`src/rtl/rr_priority_arbiter_pkg.sv`:
```
// Shared constants and types for the N-way round-robin / fixed-priority arbiter.
package arb_pkg;

  // Arbitration policy selectors for the MODE parameter.
  localparam int ARB_FIXED = 0;
  localparam int ARB_RR    = 1;

  // IDLE: no grant outstanding. GRANT: a registered grant is being presented.
  typedef enum logic {
    ARB_IDLE  = 1'b0,
    ARB_GRANT = 1'b1
  } arb_state_t;

endpackage : arb_pkg

```
`src/rtl/rr_priority_arbiter_if.sv`:
```
// Request/grant bundle between requesters (master) and the arbiter (slave).
interface rr_priority_arbiter_if #(
  parameter int N = 8
);
  localparam int IDX_W = $clog2(N);

  logic [N-1:0]     req;
  logic [N-1:0]     grant;
  logic [IDX_W-1:0] grant_idx;
  logic             grant_valid;

  modport master (
    output req,
    input  grant,
    input  grant_idx,
    input  grant_valid
  );

  modport slave (
    input  req,
    output grant,
    output grant_idx,
    output grant_valid
  );

endinterface : rr_priority_arbiter_if

```
`src/rtl/rr_priority_arbiter_prio_enc_n.sv`:
```
// Combinational N-input priority encoder: the highest set bit wins.
module prio_enc_n #(
  parameter int N     = 8,
  parameter int IDX_W = $clog2(N)
) (
  input  logic [N-1:0]     req,
  output logic [IDX_W-1:0] idx,
  output logic             any
);

  // Scan upward so the last (highest) set bit overwrites earlier hits.
  always_comb begin
    // NOTE: every output gets a default before the loop; otherwise req==0
    // leaves idx unassigned on that path and a latch is inferred.
    idx = '0;
    any = 1'b0;
    for (int i = 0; i < N; i++) begin
      if (req[i]) begin
        idx = IDX_W'(i);
        any = 1'b1;
      end
    end
  end

endmodule : prio_enc_n

```
`src/rtl/rr_priority_arbiter.sv`:
```
// N-way arbiter with registered one-hot grant, fixed-priority or round-robin
// selection, optional grant locking and a starvation guard on locked grants.
module rr_priority_arbiter
  import arb_pkg::*;
#(
  parameter int N        = 8,
  parameter int IDX_W    = $clog2(N),
  parameter int MODE     = ARB_RR,
  parameter int LOCK     = 1,
  parameter int MAX_HOLD = 0
) (
  input  logic                 clk,
  input  logic                 rst_n,
  rr_priority_arbiter_if.slave bus
);

  // Hold counter is at least one bit wide even when the guard is disabled.
  localparam int                HC_W     = (MAX_HOLD > 0) ? $clog2(MAX_HOLD + 1) : 1;
  localparam logic [HC_W-1:0]   HOLD_LIM = (MAX_HOLD > 0) ? HC_W'(MAX_HOLD - 1) : '0;
  localparam logic [IDX_W-1:0]  LAST_IDX = IDX_W'(N - 1);
  localparam logic [IDX_W:0]    N_EXT    = (IDX_W + 1)'(N);

  arb_state_t       state;
  arb_state_t       next_state;
  logic [IDX_W-1:0] ptr;
  logic [HC_W-1:0]  hold_cnt;
  logic [N-1:0]     grant_q;
  logic [IDX_W-1:0] idx_q;
  logic             valid_q;

  logic             holder_req;
  logic             others_req;
  logic             guard;
  logic             hold;
  logic [N-1:0]     arb_req;
  logic [N-1:0]     rot_rev;
  logic [IDX_W:0]   rot_sum;
  logic [N-1:0]     enc_in;
  logic [IDX_W-1:0] enc_idx;
  logic             enc_any;
  logic [IDX_W:0]   un_sum;
  logic [IDX_W-1:0] win;

  logic [N-1:0]     nxt_grant;
  logic [IDX_W-1:0] nxt_idx;
  logic             nxt_valid;
  logic [HC_W-1:0]  nxt_hold;
  logic [IDX_W-1:0] nxt_ptr;

  assign bus.grant       = grant_q;
  assign bus.grant_idx   = idx_q;
  assign bus.grant_valid = valid_q;

  // A locked holder keeps the grant unless it drops req or the guard fires;
  // the guard masks the holder out so a waiting requester must win.
  assign holder_req = valid_q && bus.req[idx_q];
  assign others_req = |(bus.req & ~grant_q);
  assign guard      = (LOCK != 0) && (MAX_HOLD > 0) && (state == ARB_GRANT) &&
                      holder_req && others_req && (hold_cnt >= HOLD_LIM);
  assign hold       = (LOCK != 0) && (state == ARB_GRANT) && holder_req && !guard;
  assign arb_req    = guard ? (bus.req & ~grant_q) : bus.req;

  // Rotate requests so ptr lands at bit 0, then bit-reverse so the
  // highest-wins encoder picks the first request at or above ptr.
  always_comb begin
    rot_rev = '0;
    rot_sum = '0;
    for (int i = 0; i < N; i++) begin
      rot_sum = {1'b0, IDX_W'(i)} + {1'b0, ptr};
      if (rot_sum >= N_EXT) rot_sum = rot_sum - N_EXT;
      rot_rev[N-1-i] = arb_req[rot_sum[IDX_W-1:0]];
    end
  end

  assign enc_in = (MODE == ARB_RR) ? rot_rev : arb_req;

  prio_enc_n #(
    .N     (N),
    .IDX_W (IDX_W)
  ) u_enc (
    .req (enc_in),
    .idx (enc_idx),
    .any (enc_any)
  );

  // Undo the reversal and rotation to recover the absolute winner index.
  always_comb begin
    un_sum = '0;
    win    = enc_idx;
    if (MODE == ARB_RR) begin
      un_sum = {1'b0, LAST_IDX - enc_idx} + {1'b0, ptr};
      if (un_sum >= N_EXT) un_sum = un_sum - N_EXT;
      win = un_sum[IDX_W-1:0];
    end
  end

  // State register.
  always_ff @(posedge clk or negedge rst_n) begin
    // NOTE: sequential state uses non-blocking assignments so every register
    // samples pre-edge values regardless of block evaluation order.
    if (!rst_n) state <= ARB_IDLE;
    else        state <= next_state;
  end

  // Next-state: stay in GRANT while holding or while any request can be served.
  always_comb begin
    next_state = state;
    case (state)
      ARB_IDLE:  if (enc_any) next_state = ARB_GRANT;
      ARB_GRANT: if (!hold && !enc_any) next_state = ARB_IDLE;
      default:   next_state = ARB_IDLE;
    endcase
  end

  // Output decode: hold the current grant, load a new winner, or clear.
  always_comb begin
    nxt_grant = '0;
    nxt_idx   = '0;
    nxt_valid = 1'b0;
    nxt_hold  = '0;
    nxt_ptr   = ptr;
    if (hold) begin
      nxt_grant = grant_q;
      nxt_idx   = idx_q;
      nxt_valid = valid_q;
      nxt_hold  = (hold_cnt != '1) ? hold_cnt + HC_W'(1) : hold_cnt;
    end else if (enc_any) begin
      nxt_grant[win] = 1'b1;
      nxt_idx        = win;
      nxt_valid      = 1'b1;
      if (MODE == ARB_RR) nxt_ptr = (win == LAST_IDX) ? '0 : win + IDX_W'(1);
    end
  end

  // Grant, pointer and hold-counter registers.
  always_ff @(posedge clk or negedge rst_n) begin
    if (!rst_n) begin
      grant_q  <= '0;
      idx_q    <= '0;
      valid_q  <= 1'b0;
      hold_cnt <= '0;
      ptr      <= '0;
    end else begin
      grant_q  <= nxt_grant;
      idx_q    <= nxt_idx;
      valid_q  <= nxt_valid;
      hold_cnt <= nxt_hold;
      ptr      <= nxt_ptr;
    end
  end

endmodule : rr_priority_arbiter

```
`src/flat_wrapper.sv`:
```
// flat-port wrapper written by rule: the top's interface ports become plain ports
module rr_priority_arbiter_flat import arb_pkg::*;
#(
  parameter int N        = 8,
  parameter int IDX_W    = $clog2(N),
  parameter int MODE     = ARB_RR,
  parameter int LOCK     = 1,
  parameter int MAX_HOLD = 0
)
  (clk, rst_n, bus_req, bus_grant, bus_grant_idx, bus_grant_valid);
  rr_priority_arbiter_if #(.N(N)) bus_i ();
  input  logic clk;
  input  logic rst_n;
  input wire logic [$bits(bus_i.req)-1:0] bus_req;
  output wire logic [$bits(bus_i.grant)-1:0] bus_grant;
  output wire logic [$bits(bus_i.grant_idx)-1:0] bus_grant_idx;
  output wire logic [$bits(bus_i.grant_valid)-1:0] bus_grant_valid;
  assign bus_i.req = bus_req;
  assign bus_grant = bus_i.grant;
  assign bus_grant_idx = bus_i.grant_idx;
  assign bus_grant_valid = bus_i.grant_valid;
  rr_priority_arbiter #(.N(N), .IDX_W(IDX_W), .MODE(MODE), .LOCK(LOCK), .MAX_HOLD(MAX_HOLD)) u_core (.clk(clk), .rst_n(rst_n), .bus(bus_i));
endmodule
```
`config.mk`:
```
export PLATFORM = sky130hd
export DESIGN_NAME = rr_priority_arbiter_flat
export DESIGN_NICKNAME = d
export VERILOG_FILES = /design/src/rtl/rr_priority_arbiter_pkg.sv /design/src/rtl/rr_priority_arbiter_if.sv /design/src/rtl/rr_priority_arbiter_prio_enc_n.sv /design/src/rtl/rr_priority_arbiter.sv /design/src/flat_wrapper.sv
export SDC_FILE = /design/constraint.sdc
export NUM_CORES = 1
export LEC_CHECK = 0
export ABC_AREA = 1
export CORE_ASPECT_RATIO = 1.1
export CORE_MARGIN = 3
export CORE_UTILIZATION = 40
export DETAILED_ROUTE_END_ITERATION = 7
export PLACE_DENSITY = 0.66
export SYNTH_ARGS = -nofsm -noshare
export SYNTH_HDL_FRONTEND = slang
export SYNTH_SLANG_ARGS = --single-unit
```
`constraint.sdc`:
```
create_clock -name clk -period 2.8 [get_ports clk]
set_input_delay 0.56 -clock clk [delete_from_list [all_inputs] [get_ports clk]]
set_output_delay 0.56 -clock clk [all_outputs]
set_load 0.02 [all_outputs]
```
==> results of run 1 <==
## tightest hold or removal path, cell delays in order (launching register included)
cell and delay (ns):
dfrtp_1 0.35, nand2_1 0.05, nand2_1 0.06
## stage by stage
stage               TNS [ns]  setup slack (ns)
CTS                        0            0.0128
detailed placement     -3.76            -0.349
global placement       -3.32            -0.307
finish                     0            0.0255
floorplan                  0            0.0196
global route           -1.40            -0.176
## final cells by class
| cell class | count | area, sq um |
|---|---|---|
| multi-input cells | 175 | 1090 |
| clock buffers | 4 | 36.3 |
| fillers | 293 | 1010 |
| inverters | 16 | 65.1 |
| flip-flops and latches | 16 | 403 |
| repair buffers | 61 | 547 |
| well taps | 46 | 57.6 |
## registers in the layout, indices dropped and copies added, names as in the netlist
signal	flops
u_core.bus.grant_idx	3
u_core.bus.grant_valid	1
u_core.ptr	3
u_core.bus.grant	8
u_core.state	1
## layer usage
layer,vias up,share of wire,GRT usage
li1,799,-,-
met1,732,0.48,0.263
met2,41,0.48,0.306
met3,4,0.030,0.0148
met4,0,0.0064,0.0496
met5,-,0,0
## cell usage in the layout (no fill, tap or decap), types with 2 or more instances in the layout
master / Yosys / layout
ha_4: 0 / 2
clkbuf_4: 0 / 3
nand2_4: 3 / 3
dfrtp_1: 16 / 14
dlymetal6s2s_1: 0 / 8
nor2_1: 8 / 8
nand3_1: 35 / 24
inv_1: 11 / 9
inv_4: 1 / 2
dfrtp_2: 0 / 2
nand2_1: 79 / 69
o21ai_1: 5 / 3
clkdlybuf4s50_1: 0 / 13
o21ai_0: 9 / 7
o21ai_2: 0 / 4
xnor2_2: 1 / 2
xor2_2: 2 / 3
a21oi_2: 0 / 2
buf_4: 0 / 38
o211ai_1: 2 / 2
nand2_2: 10 / 20
nor2_4: 2 / 4
nand3_2: 3 / 13
nor2_2: 6 / 4
inv_2: 4 / 5
## kinds of logic (layout without fill, tap and decap cells)
| group | Yosys count | count (layout) | share of synthesized area |
|---|---|---|---|
| adders and majority gates | 5 | 5 | 0.0497 |
| DFF | 16 | 16 | 0.284 |
| buffers and inverters | 18 | 81 | 0.0603 |
| xor gates and xnor gates | 5 | 5 | 0.0470 |
| and+or+nand+nor | 146 | 146 | 0.488 |
| AOI/OAI and AO/OA | 19 | 19 | 0.0710 |
## timing repair
action / 4_1_cts / 5_1_grt
setup buffers: 0 / 2
endpoints found under the setup margin: 10 / 12
gates cloned: 0 / 0
pin swaps: 0 / 23
resized for setup: 1 / 49
## worst min-delay path by stage
stage / to / slack [ns] / cells after the start
after floorplan: u_core.bus.grant[0] / 0.26 / 0
after global placement: u_core.bus.grant[2] / 0.46 / 2
after detailed placement: u_core.bus.grant[1] / 0.47 / 2
after CTS: u_core.bus.grant[3] / 0.50 / 2
after global routing: u_core.bus.grant[1] / 0.51 / 2
final: u_core.bus.grant[3] / 0.49 / 2
==> results.toml, run 1 <==
[die]
dieArea_sq_um = 4270
die_w_microns = 62.6
die_y_microns = 68.3
coreArea_sq_um = 3210
rows = 21
start_util = 0.440
io_pins = 22

[worst_setup_path]
cp.required_ns = 3.04
cp_slowest_stage_delay_ns = 0.41
r2r_start = "u_core.ptr[1]"
crit_start = "u_core.ptr[1]"
crit_path_end = "u_core.bus.grant[0]"
crit_family = "adder cells"
rrSetupSlack_ns = 0.03
startpoint_type = "flop"
r2r_end = "u_core.bus.grant[0]"
cp_slowest_cell = "dfrtp_1"
worst-path-stages = 17
endpoint_kind = "flop"
crit_type = "flop to flop"
arrival_ns = 3.01
path_cells = "inv_2, ha_4, buf_4, nand3_1, nand3_2, nand2_2, o21ai_2, a21oi_2, ha_2, fa_2, xor2_2, inv_1, nand3_2, nand2_4, nor2_4, nand2_1, nand2_1"
path_buf_inv = 3
crit_path_max_fanout = 6
r2r_cells = 17

[synthesis]
netlist_top_cells_area = "dfrtp_1, nand2_1, nand3_1, nand2_2, ha_1"
synth_nets = 224
synthArstFlopShare = 1.00
syn_area_sq_um = 1410
synth_top_cell_by_area = "dfrtp_1"
synth_enable_flop_cells = 0
syn_area_per_cell_sq_um = 6.75
ys_seq_area_frac = 0.284
syn_inst = 209
synth_top_area_share = 0.284
yosysUniqueCellTypes = 23
ys_seq_elements = 16
synth_commonest_cells = "nand2_1, nand3_1, dfrtp_1"
ys.flop_type = "dfrtp_1"
synth.most_common_cell = "nand2_1"
yosysWarnings = 0

[global_routing]
grt_start_max_net_pins = 17
track_usage = 0.185
grt_pass1_vias = 1388
antenna_found_initial = 0
grt-ovfl-total = 0
grt_pass1_wl_microns = 6340

[clock_tree]
cts_buffer_depth = 2
clk-insertion-delay-late_ns = 0.29
cts.clk_slew.worst_paths_ns = 0.10
postCtsHoldBufs = 0
cts_tree = "yes"
cts_num_sinks = 16
ctsHtreeMaxLevel = 1
cts_buffers = 3
cts-root-buf = "clkbuf_4"

[final_layout]
postLayoutCellArea_sq_um = 2200
num-nets-final = 288
drive_gt1_frac = 0.415
antennaDiodeCount = 0
fin_cells = 318
syn2layout_area_growth_pct = 55.9
post-route-util = 0.686

[sta]
finalClockSkew_ns = 0.00573
finalCriticalPeriod_ns = 2.77
worst_pin_slew_ns = 0.678
drv_slew = 0
hold_ws_ns = 0.487
fmax_mhz = 360
hold_viol = 0
maxSlewHeadroom = 0.546
fin_crit_sh = 0.991
setup_viol = 0
rsz0062_at_grt = "yes"

[routing]
viasPerCell = 4.96
drc = 0
via_count = 1576
dr.pass1.iters = 4
ant_nets = 0
finalWirelength_microns = 4060
first_iter_violations = 98
wl_per_cell_microns = 12.8

[place]
placedCellCount = 312
placedInstanceArea_sq_um = 1980
hpwl_microns = 3120
gp_congestion = 0.855
port_buffers = 21

[flow_run]
drv_cap = 0

[hold_path]
hp-start = "u_core.bus.grant[3]"
hp-class = "flop to flop"

[run_status]
status = "complete, no violations"
Power of run 1 is not shown: default switching activity piles up to over one toggle a cycle in this logic, so the estimate is an artifact.
==> run 2: changes to the inputs <==
--- a/config.mk
+++ b/config.mk
@@ -10,7 +10,8 @@
 export CORE_MARGIN = 3
 export CORE_UTILIZATION = 40
 export DETAILED_ROUTE_END_ITERATION = 7
-export PLACE_DENSITY = 0.66
+export PLACE_DENSITY = 0.63
+export SLEW_MARGIN = 5
 export SYNTH_ARGS = -nofsm -noshare
 export SYNTH_HDL_FRONTEND = slang
 export SYNTH_SLANG_ARGS = --single-unit
==> constraint.sdc (replaced) <==
create_clock -name clk -period 2.93 [get_ports clk]
set_input_delay 0.586 -clock clk [delete_from_list [all_inputs] [get_ports clk]]
set_output_delay 0.586 -clock clk [all_outputs]
set_load 0.02 [all_outputs]
==> run 2 against run 1 <==
Effect of this change: non-clock buffer count fell by 9; via count fell by 2.8%; hold slack got worse by 0.0056 ns; global-route usage rose by 1.1 points; die area did not move.
==> results.toml, run 2 (synthesis results as in run 1) <==
[run_status]
status = "complete, no violations"

[routing]
first_iter_violations = 48
dr.pass1.iters = 4
finalWirelength_microns = 3940
viasPerCell = 4.96
drc = 0
ant_nets = 0
via_count = 1532
wl_per_cell_microns = 12.8

[die]
die_y_microns = 68.3
start_util = 0.440
dieArea_sq_um = 4270
io_pins = 22
die_w_microns = 62.6
coreArea_sq_um = 3210
rows = 21

[worst_setup_path]
r2r_cells = 17
path_cells = "clkdlybuf4s50_1, nand2_1, nand3_1, nand2_1, nand2_1, nand2_2, a21oi_2, o21ai_1, a21oi_1, ha_2, fa_2, ha_1, inv_1, nand3_1, nand3_1, nand2_1"
crit_path_max_fanout = 3
arrival_ns = 2.93
cp_slowest_stage_delay_ns = 0.51
crit_family = "adder cells"
path_buf_inv = 2
endpoint_kind = "flop"
cpMostUsedCell = "nand2_1"
cp_slowest_cell = "clkdlybuf4s50_1"
r2r_end = "u_core.bus.grant[3]"
crit_start = "bus_req[1]"
r2r_start = "u_core.ptr[0]"
worst-path-stages = 16
crit_path_end = "u_core.ptr[2]"
startpoint_type = "input port"
rrSetupSlack_ns = 0.21
cp.required_ns = 3.11
crit_type = "input port to flop"

[sta]
fmax_mhz = 364
setup_viol = 0
fin_crit_sh = 0.938
worst_pin_slew_ns = 0.712
finalClockSkew_ns = 0.00194
hold_viol = 0
finalCriticalPeriod_ns = 2.75
drv_slew = 0
finalSetupTns_ns = 0
rsz0062_at_grt = "no"
maxSlewHeadroom = 0.524

[place]
placedInstanceArea_sq_um = 1880
gp_congestion = 0.907
hpwl_microns = 3220
port_buffers = 21

[global_routing]
track_usage = 0.197
grt_start_max_net_pins = 17
grt-ovfl-total = 0
grt_pass1_wl_microns = 6650
antenna_found_initial = 0
grt_pass1_vias = 1495

[hold_path]
hp-class = "flop to flop"

[final_layout]
postLayoutCellArea_sq_um = 1990
final_common_cell = "nand2_1"
drive_gt1_frac = 0.297
layout_common_cells = "nand2_1, nand3_1, buf_4"
largest_reg_flops = 8
num-nets-final = 279
register_area_sq_um = 400
syn2layout_area_growth_pct = 41.3
n_fill_cell = 304
antennaDiodeCount = 0
multi_input_area_sq_um = 972

[clock_tree]
cts-root-buf = "clkbuf_4"
cts_buffer_depth = 2
cts.clk_slew.worst_paths_ns = 0.09
cts_tree = "yes"
postCtsHoldBufs = 0
cts_buffers = 3
ctsHtreeMaxLevel = 1
clk-insertion-delay-late_ns = 0.28
cts_num_sinks = 16

[flow_run]
drv_cap = 0
## run 2: per-layer routing
metal	GRT usage	routed length [microns]
met2	0.360	1900
met1	0.257	1870
met5	0	0
met3	0.0164	145
met4	0.0413	29
## run 2: area by class of cell
type	count	area share
inverters	16	0.0314
flip-flops and latches	16	0.201
multi-input cells	175	0.488
repair buffers	52	0.233
well taps	46	0.0289
clock buffers	4	0.0182
## run 2: worst min-delay path by stage
| stage | startpoint | to | slack, ns | cells after the start |
|---|---|---|---|---|
| floorplan | rst_n | u_core.bus.grant[0] | 0.29 | 0 |
| global route | u_core.bus.grant[2] | u_core.bus.grant[2] | 0.51 | 2 |
| global placement | u_core.bus.grant[2] | u_core.bus.grant[2] | 0.46 | 2 |
| finish | u_core.bus.grant[1] | u_core.bus.grant[1] | 0.48 | 2 |
| CTS | u_core.bus.grant[2] | u_core.bus.grant[2] | 0.49 | 2 |
| detailed placement | u_core.bus.grant[2] | u_core.bus.grant[2] | 0.46 | 2 |
## run 2: worst reg2reg max path, delay by kind of cell, from the launching register on
family                     cells  cell delay, ns
DFF                            1            0.43
xor gates and xnor gates       2            0.39
adders and majority gates      3            0.74
and+or+nand+nor                7            0.54
buffers and inverters          2            0.31
AOI/OAI and AO/OA              3            0.25
## run 2: per-stage QoR
stage	setup WS [ns]	utilization	hold WS, ns	cells
after floorplan	0.0140	-	0.290	209
after global placement	-0.215	0.587	0.462	304
after detailed placement	-0.293	0.587	0.464	304
after CTS	0.00299	0.598	0.489	308
after global routing	0.00195	0.622	0.505	309
final	0.182	0.622	0.481	309
## run 2: what timing repair did
item / CTS / global route
endpoints found under the setup margin: 0 / 12
buffers inserted: 0 / 1
resized for setup: 0 / 20
Power of run 2 is left out for the same reason.
==> run 3: changes to the inputs <==
--- a/config.mk
+++ b/config.mk
@@ -8,9 +8,9 @@
 export ABC_AREA = 1
 export CORE_ASPECT_RATIO = 1.1
 export CORE_MARGIN = 3
-export CORE_UTILIZATION = 40
+export CORE_UTILIZATION = 45
 export DETAILED_ROUTE_END_ITERATION = 7
-export PLACE_DENSITY = 0.63
+export PLACE_DENSITY = 0.7
 export SLEW_MARGIN = 5
 export SYNTH_ARGS = -nofsm -noshare
 export SYNTH_HDL_FRONTEND = slang
==> run 3 against run 2 <==
Effect of this change: first-iteration DRC count grew 110%; routed wire length grew 5.6%; global-route usage grew 2.1 points; via count grew 3.8%; register-to-register slack lost 0.04 ns; cell count shrank 3.2%; hold slack gained 0.015 ns; non-clock buffer count grew 3; clock-buffer cell count is the same; critical path depth grew 3; core utilization grew 12 points; fmax shrank 0.58%; largest cell class unchanged.
==> results.toml, run 3 (synthesis results as in run 1) <==
[routing]
ant_nets = 0
via_count = 1590
first_iter_violations = 100
dr.pass1.iters = 4
wl_per_cell_microns = 13.9
viasPerCell = 5.32
finalWirelength_microns = 4160
drc = 0

[worst_setup_path]
rrSetupSlack_ns = 0.17
endpoint_kind = "flop"
r2r_cells = 19
crit_path_max_fanout = 6
crit_type = "flop to flop"
cp.required_ns = 3.11
arrival_ns = 2.95
r2r_start = "u_core.ptr[1]"
startpoint_type = "flop"
r2r_end = "u_core.ptr[2]"

[final_layout]
largest_reg_flops = 8
final_common_cell = "nand2_1"
multi_input_area_sq_um = 1090
layout_common_cells = "nand2_1, buf_4, nand3_1"
antennaDiodeCount = 0
num-nets-final = 282
fin_cells = 299
n_fill_cell = 227
syn2layout_area_growth_pct = 51.1
post-route-util = 0.740
drive_gt1_frac = 0.380
register_area_sq_um = 402

[clock_tree]
cts_tree = "yes"
cts_buffer_depth = 2
cts_buffers = 3
cts-root-buf = "clkbuf_4"
clk-insertion-delay-late_ns = 0.29
cts_num_sinks = 16
ctsHtreeMaxLevel = 1
cts.clk_slew.worst_paths_ns = 0.09

[sta]
hold_ws_ns = 0.496
finalWorstSetupSlack_ns = 0.166
maxSlewHeadroom = 0.544
fmax_mhz = 362
finalCriticalPeriod_ns = 2.76
drv_slew = 0
finalClockSkew_ns = 0.00231
setup_viol = 0
fin_crit_sh = 0.943
hold_viol = 0
worst_pin_slew_ns = 0.682

[global_routing]
track_usage = 0.218
grt-ovfl-total = 0
grt_pass1_vias = 1592
antenna_found_initial = 0
grt_pass1_wl_microns = 6550
grt_start_max_net_pins = 17

[place]
port_buffers = 21
hpwl_microns = 3150
pre_cts_ws_ns = -0.369
placedCellCount = 291
gp_congestion = 0.890

[die]
die_y_microns = 64.7
coreArea_sq_um = 2880
start_util = 0.490
io_pins = 22
die_w_microns = 59.4
rows = 20
dieArea_sq_um = 3840

[hold_path]
hold_end = "u_core.bus.grant[2]"
hp-class = "flop to flop"
whs_path_depth = 2
hp-start = "u_core.bus.grant[2]"

[run_status]
status = "complete, no violations"

[flow_run]
drv_cap = 0
==> run 3: cell types whose count changed in the layout (fill, tap and decap cells not counted), sizes merged <==
cell           before  now
dlymetal6s2s        7    8
clkdlybuf4s50      14   13
buf                31   34
==> run 3: layer usage <==
layer	wire [microns]	global-route usage
met1	1610	0.235
met2	2280	0.423
met3	198	0.0219
met4	70	0.0708
met5	0	0
==> run 3: critical path, cell delays in order, from the launching register on <==
cell and delay, ns:
dfrtp_1 0.40, inv_2 0.10, ha_4 0.24, inv_6 0.09
nand3_4 0.08, nand2_2 0.09, nand2_2 0.05, nand2_2 0.08
a21oi_2 0.05, o21ai_1 0.14, a21oi_1 0.09, ha_2 0.20
fa_2 0.42, xor2_4 0.18, inv_2 0.08, nand3_4 0.07
nand2_4 0.11, nand2_2 0.05, nand3_1 0.06, nand2_1 0.06
==> run 3: final cells by class <==
class / count / share of cell area
Multi-Input combinational cell: 175 / 0.514
Inverter: 16 / 0.0317
Clock buffer: 4 / 0.0170
Timing Repair Buffer: 55 / 0.230
Sequential cell: 16 / 0.188
Tap cell: 33 / 0.0194
==> run 3: what timing repair did <==
item	CTS	global route
resized for setup	4	46
hold buffers	0	0
pin swaps	0	15
buffers inserted	0	4
endpoints found under the setup margin	10	11
==> run 3: stage by stage <==
stage	setup TNS (ns)	cell area [sq um]
6_report	0	2130
5_1_grt	-0.0179	2130
4_1_cts	0	1920
3_5_place_dp	-3.84	1860
3_3_place_gp	-2.91	1860
2_1_floorplan	0	1410
==> run 3: how the worst max path moves through the flow <==
stage | startpoint | end | cells after the start
floorplan | u_core.ptr[0] | u_core.bus.grant[0] | 20
global placement | bus_req[2] | u_core.bus.grant[0] | 18
detailed placement | bus_req[0] | u_core.bus.grant[3] | 18
CTS | bus_req[0] | u_core.bus.grant[6] | 17
global route | u_core.ptr[1] | u_core.ptr[2] | 19
finish | u_core.ptr[1] | u_core.ptr[2] | 19
Power of run 3 is left out for the same reason.
